## config.mk

```make
export PLATFORM = sky130hd
export DESIGN_NAME = mcash_xbar_ch_arbiter
export DESIGN_NICKNAME = d
export VERILOG_FILES = /design/src/rtl/mcash_xbar_ch_arbiter.sv
export SDC_FILE = /design/constraint.sdc
export NUM_CORES = 1
export LEC_CHECK = 0
export BUFFER_PORTS_ARGS = -buffer_cell sky130_fd_sc_hd__buf_4
export CORE_AREA = 2 2 197 199
export DETAILED_ROUTE_END_ITERATION = 6
export DIE_AREA = 0 0 199 201
export GPL_TIMING_DRIVEN = 0
export SETUP_SLACK_MARGIN = 0.15
export SLEW_MARGIN = 0
export SYNTH_ARGS = -nofsm -noshare
export SYNTH_HDL_FRONTEND = slang
export SYNTH_SLANG_ARGS = --single-unit
export TNS_END_PERCENT = 20
```

## constraint.sdc

```tcl
create_clock -name clk -period 4.1 [get_ports clk]
set_input_delay 0.41 -clock clk [delete_from_list [all_inputs] [get_ports clk]]
set_output_delay 0.41 -clock clk [all_outputs]
set_load 0.005 [all_outputs]
```

## src/rtl/mcash_xbar_ch_arbiter.sv

```systemverilog
// Round-robin arbiter that shares the cross-bar request port among NUM_CH channels,
// with a 1-entry registered output stage. Define MCASH_XBAR_ARB_PERF_EN for perf counters.
module mcash_xbar_ch_arbiter #(
    parameter int NUM_CH = 4,
    parameter int OP_W   = 3,
    parameter int ADDR_W = 32,
    parameter int DATA_W = 64,
    parameter int CHID_W = 3
) (
    input  logic                       clk,
    input  logic                       rst_n,
    input  logic [NUM_CH-1:0]          ch_req_valid_i,
    output logic [NUM_CH-1:0]          ch_req_allowIn_o,
    input  logic [NUM_CH*OP_W-1:0]     ch_req_op_i,
    input  logic [NUM_CH*ADDR_W-1:0]   ch_req_addr_i,
    input  logic [NUM_CH*DATA_W-1:0]   ch_req_data_i,
    output logic                       xbar_req_valid_o,
    input  logic                       xbar_req_allowIn_i,
    output logic [CHID_W-1:0]          xbar_req_chid_o,
    output logic [OP_W-1:0]            xbar_req_op_o,
    output logic [ADDR_W-1:0]          xbar_req_addr_o,
    output logic [DATA_W-1:0]          xbar_req_data_o
`ifdef MCASH_XBAR_ARB_PERF_EN
    ,
    output logic [NUM_CH*32-1:0]       perf_grant_cnt_o,
    output logic [31:0]                perf_stall_cnt_o
`endif
);

    localparam int PTR_W = (NUM_CH > 1) ? $clog2(NUM_CH) : 1;

    typedef struct packed {
        logic [CHID_W-1:0] chid;
        logic [OP_W-1:0]   op;
        logic [ADDR_W-1:0] addr;
        logic [DATA_W-1:0] data;
    } req_t;

    logic [NUM_CH-1:0][OP_W-1:0]   op_arr;
    logic [NUM_CH-1:0][ADDR_W-1:0] addr_arr;
    logic [NUM_CH-1:0][DATA_W-1:0] data_arr;

    assign op_arr   = ch_req_op_i;
    assign addr_arr = ch_req_addr_i;
    assign data_arr = ch_req_data_i;

    logic             out_vld;
    req_t             out_req;
    logic [PTR_W-1:0] rr_ptr;
    logic [PTR_W-1:0] rr_nxt;
    logic             slot_free;
    logic             gnt_vld;
    logic [PTR_W-1:0] gnt_id;
    logic [PTR_W:0]   rot_sum;
    logic [PTR_W-1:0] rot_idx;

    assign slot_free = !out_vld || xbar_req_allowIn_i;

    // Scan channels starting at rr_ptr; the extra sum bit keeps the wrap exact for any NUM_CH.
    always_comb begin
        gnt_vld = 1'b0;
        gnt_id  = '0;
        rot_sum = '0;
        rot_idx = '0;
        for (int i = 0; i < NUM_CH; i++) begin
            rot_sum = {1'b0, rr_ptr} + (PTR_W+1)'(i);
            if (rot_sum >= (PTR_W+1)'(NUM_CH))
                rot_sum = rot_sum - (PTR_W+1)'(NUM_CH);
            rot_idx = rot_sum[PTR_W-1:0];
            if (!gnt_vld && ch_req_valid_i[rot_idx]) begin
                gnt_vld = 1'b1;
                gnt_id  = rot_idx;
            end
        end
        // Reset must hold every accept low even though the empty stage looks free.
        gnt_vld = gnt_vld && slot_free && rst_n;
    end

    assign rr_nxt           = (gnt_id == PTR_W'(NUM_CH-1)) ? '0 : gnt_id + 1'b1;
    assign ch_req_allowIn_o = gnt_vld ? (NUM_CH'(1) << gnt_id) : '0;

    always_ff @(posedge clk or negedge rst_n) begin
        if (!rst_n) begin
            out_vld <= 1'b0;
            rr_ptr  <= '0;
            out_req <= '0;
        end else if (gnt_vld) begin
            out_vld      <= 1'b1;
            rr_ptr       <= rr_nxt;
            out_req.chid <= CHID_W'(gnt_id);
            out_req.op   <= op_arr[gnt_id];
            out_req.addr <= addr_arr[gnt_id];
            out_req.data <= data_arr[gnt_id];
        end else if (xbar_req_allowIn_i) begin
            out_vld <= 1'b0;
        end
    end

    assign xbar_req_valid_o = out_vld;
    assign xbar_req_chid_o  = out_req.chid;
    assign xbar_req_op_o    = out_req.op;
    assign xbar_req_addr_o  = out_req.addr;
    assign xbar_req_data_o  = out_req.data;

`ifdef MCASH_XBAR_ARB_PERF_EN
    logic [NUM_CH-1:0][31:0] grant_cnt;
    logic [31:0]             stall_cnt;

    always_ff @(posedge clk or negedge rst_n) begin
        if (!rst_n) begin
            grant_cnt <= '0;
            stall_cnt <= '0;
        end else begin
            if (gnt_vld)
                grant_cnt[gnt_id] <= grant_cnt[gnt_id] + 32'd1;
            if (out_vld && !xbar_req_allowIn_i)
                stall_cnt <= stall_cnt + 32'd1;
        end
    end

    assign perf_grant_cnt_o = grant_cnt;
    assign perf_stall_cnt_o = stall_cnt;
`endif

    a_allow_onehot0: assert property (@(posedge clk) disable iff (!rst_n)
        $onehot0(ch_req_allowIn_o));
    a_out_stable: assert property (@(posedge clk) disable iff (!rst_n)
        out_vld && !xbar_req_allowIn_i |=> out_vld && $stable(out_req));

endmodule

```

After elaboration in Yosys (flattened, before gate mapping)
Cells that the tools add are included.

Input bits: 403. Output and inout bits: 107. Flip-flop bits (word level): 104.

$add $sub $neg: 8. Order comparisons: 9. Multiplexer cells: 30. Reductions and logical operators: 11. Shift operators: 1. Equality and inequality tests: 1.

Operator list (count): $bmux 64 s2 (1); $bmux 32 s2 (1); $mux 64 (1); $mux 32 (1); $mux 2 (9); $lt 2x3->1 const B (5); $mux 1 (10); $ge 3x3->1 const B (3); $bmux 1 s2 (4); $sub 2x1->2 const B (4); $add 2x2->3 const B (2); $bmux 3 s2 (1); $logic_and 1x1->1 (5); $logic_not 1->1 (4); $mux 4 (1); $shl 1x2->4 const A (1); $add 2x1->3 const B (1); $ge 2x3->1 const B (1); $mux 3 (1); $add 2x1->2 const B (1); $eq 2x2->1 const B (1); $reduce_bool 2->1 (1); $logic_or 1x1->1 (1).

Logic depth before layout (Yosys ltp)
Word-level depth: 17. Depth in mapped cells: 9.

Worst setup path after synthesis
No wires, ideal clock.

Path kind: reg-to-output. Start: reg rr_ptr[0]. End: out ch_req_allowIn_o[3]. Setup slack: 2.068 ns. Data arrival time: 1.622 ns. Path buffers: 2. Stages on the path, launching flop included: 9. Cells stage by stage: dfrtp_1 > and2b_1 > a21oi_2 > o221ai_4 > buf_12 > buf_8 > inv_2 > ha_1 > and2_1.

Cells in the longest elaborated chain, start to end: 17. Elaborated cells between the ends (all ways): 41. Classes of those cells: 7 x add/sub; 4 x order compare; 1 x shift; 21 x mux; 8 x reduce/logical.

RTL lines: start, declared (RTL line 49) `logic [PTR_W-1:0] rr_ptr;`; start signal, assigned (RTL line 89) `rr_ptr <= rr_nxt;`; branches (longest 16 deep; another with $add 2x1->3); $mux 4 * (RTL line 80) `assign ch_req_allowIn_o = gnt_vld ? (NUM_CH'(1) << gnt_id) : '0;`; end, declared (RTL line 13) `output logic [NUM_CH-1:0] ch_req_allowIn_o,`.

Every way passes the cells marked *. The select of a mux whose other input is x is not followed.

Worst setup path in the final report
Start: in rst_n. End: out ch_req_allowIn_o[0].

Cells in the longest elaborated chain, start to end: 2.

RTL lines: start, declared (RTL line 11) `input logic rst_n,`; $logic_and 1x1->1 (RTL line 76) `gnt_vld = gnt_vld && slot_free && rst_n;`; $mux 4 (RTL line 80).

No other way between the ends.

==> metrics.cfg <==
[die]
die_h_um = 201
pin_count = 510
initial_core_util_pct = 17.4
coreArea_um2 = 38100
die_x_um = 199
rows = 72
design.die.area_um2 = 40000

[clock_network]
numCtsBuffers = 9
clk_pin_slew_ns = 0.08
clock-sinks = 104
clockRootBuffer = clkbuf_16
cts_tree = built
cts-resized-gates = 0
max-clock-path-buffers = 2
htreeDepth = 3
clk_latency_ns = 0.37

[setup_path]
cp-endpoint = ch_req_allowIn_o[0]
required_ns = 3.69
crit_start = rst_n
path_cells = dlygate4sd3_1 > buf_6 > buf_16 > o41ai_2 > and2b_4 > nand2b_4 > buf_2 > nor2_1 > buf_4
path_buf_inv = 5
worstPathArrival_ns = 2.70
r2r-start = rr_ptr[0]$_DFFE_PN0P_
r2r_end = xbar_req_data_o[61]$_DFFE_PN0P_
critPathKind = input pin to primary output
critical_path_depth = 9
critical_path.top_delay_family = buffers and inverters
slowest_delay_ns = 0.55
cpMaxStageDelayCell = dlygate4sd3_1
cp_max_fo = 70
cp-end-kind = primary output
worstRegToRegCells = 7
r2r_setup_slack_ns = 2.01
critPathLaunchType = input pin

[sta]
finalClockSkew_ns = 0.0111
setup_tns_ns = 0
finalSetupViolCount = 0
slew_headroom_pct = 65.4
rsz0062_at_grt = no
maxSlewViolCount = 0
worst_pin_slew_ns = 0.519
fin_crit_ns = 3.11
max_clock_freq_mhz = 322
layout_setup_ws_ns = 0.991
fin_crit_sh_pct = 75.8
final_hold_viol_count = 0

[final_layout]
multi_input_comb_area_um2 = 3450
nNetsFinal = 1516
fill_cells = 4001
area_growth_pct = 72.6
drive_gt1_share_pct = 52.5
seq_area_um2 = 2600
n_antenna_cell = 0

[place]
io_buffer_count = 508
pre_cts_ws_ns = 1.48
place.gp.congestion = 0.815
hpwl_um = 24200

[power]
ir_drop_uv = 232
p_per_area_nw_per_um2 = 526
leakagePower_uw = 0.00602

[synth]
syn_avg_cell_area_um2 = 11.2
yosys_warnings = 0
syn_inst = 591
synth.distinct_cells = 31
synthArstFlopShare_pct = 100
syn-cell-area_um2 = 6620
yosys.area.top_type = dfrtp_1
synth_top_cell_area_share_pct = 39.3
syn_nets = 995
yosys-top-cells-area = dfrtp_1 39%, mux2i_1 30%, o221ai_1 13%
synth_edf_count = 0
synth_top_flop_cell = dfrtp_1
synth-seq-area-share_pct = 39.3
synth-seq-cells = 104

[status]
status = finished clean

[route]
drtIter0Drc = 297
drc_errors = 0
vias = 6925
wl_per_cell_um = 18.3
ant_nets = 0
vias_per_cell = 4.24
wirelength_um = 29900
drtPass1Iterations = 6

[global_route]
grt_max_degree = 71
grt-ovfl-total = 0
track_usage_pct = 14.6
antenna_found_initial = 1
grt_pass1_vias = 7227
grt_pass1_wl_um = 43600

[hold_path]
min_path_type = input pin to flop

[flow_run]
drv_cap = 0

==> power breakdown <==
part	internal, µW	switching, µW	leakage (µW)
logic	1840	1510	0.00459
clock network	490	421	0.000145
registers	1480	267	0.00128
==> cell usage in the layout, fill, tap and decap left out, types with 2 or more instances in the layout <==
cell type / count
nor2_1: 4
buf_4: 510
buf_12: 10
clkinv_2: 2
buf_6: 2
buf_2: 26
inv_2: 2
and2b_1: 2
mux2i_1: 198
nand2b_1: 2
nand2_1: 107
dfrtp_1: 104
buf_8: 11
o221ai_1: 99
clkbuf_1: 6
clkbuf_16: 9
==> flip-flops by register name (all words and copies together) (netlist names) <==
| signal | cells |
|---|---|
| xbar_req_data_o | 64 |
| xbar_req_chid_o | 2 |
| xbar_req_op_o | 3 |
| rr_ptr | 2 |
| xbar_req_valid_o | 1 |
| xbar_req_addr_o | 32 |
==> worst min-delay path, stage by stage <==
cell and delay [ns]:
buf_4 0.10, o41ai_2 0.07, nand2_1 0.05
==> layout make-up <==
cell class	instances	share of cell area, %
repair buffers	510	33.8
multi-input cells	428	30.2
flip-flops and latches	104	22.8
well taps	518	5.67
plain buffers	57	4.86
clock buffers	11	2.13
clock inverters	5	0.493
inverters	2	0.0657
==> what timing repair did <==
item                                   in CTS  in global routing
setup buffers                               0                  0
endpoints found under the hold margin      35                  0
hold buffers                                1                  0
==> through the flow <==
stage          instance area (µm²)  total power (µW)  util, %  std cells  hold slack (ns)
6_report                     11400              6010     30.0       1635            0.297
5_1_grt                      11400              6410     30.0       1635            0.301
4_1_cts                      11400              6110     30.0       1635            0.266
3_5_place_dp                 11100              5160     29.2       1618            0.333
3_3_place_gp                 11100              5120     29.1       1617            0.463
2_1_floorplan                 6620              3550        -        591            0.114
==> metal layers <==
metal,GRT usage (%),up-vias,wire [µm]
li1,-,3291,-
met1,17.5,3300,12100
met5,0,-,12
met4,4.32,2,565
met3,3.70,30,2140
met2,25.6,302,15100
==> synthesized netlist by cell type, types with 2 or more instances <==
cell      number
dfrtp_1      104
clkbuf_1       5
buf_8         11
nand2_1      107
inv_2          2
buf_2         26
o221ai_1      99
buf_12        10
nor2_1         4
and2b_1        2
mux2i_1      198
nand2b_1       2
buf_4          3
==> worst min-delay path by stage <==
stage | startpoint | endpoint | slack, ns | cells after the start
after floorplan | rst_n | rr_ptr[0]$_DFFE_PN0P_ | 0.11 | 0
after global routing | ch_req_valid_i[0] | xbar_req_valid_o$_DFFE_PN0P_ | 0.30 | 3
after detailed placement | rst_n | xbar_req_addr_o[27]$_DFFE_PN0P_ | 0.33 | 1
after global placement | xbar_req_chid_o[1]$_DFFE_PN0P_ | xbar_req_chid_o[1]$_DFFE_PN0P_ | 0.46 | 2
final | ch_req_valid_i[0] | xbar_req_valid_o$_DFFE_PN0P_ | 0.30 | 3
after CTS | ch_req_valid_i[0] | xbar_req_valid_o$_DFFE_PN0P_ | 0.27 | 3
==> logic make-up after synthesis <==
kind of cell               count (synthesis)  synth area share, %
AOI/OAI and AO/OA                        108                 14.6
adders and majority gates                  1                0.189
and+or+nand+nor                          120                 7.35
DFF                                      104                 39.3
muxes                                    198                 29.9
other                                      1               0.0567
buffers and inverters                     59                 8.51
Note: power is estimated with default switching activity, not from simulation.
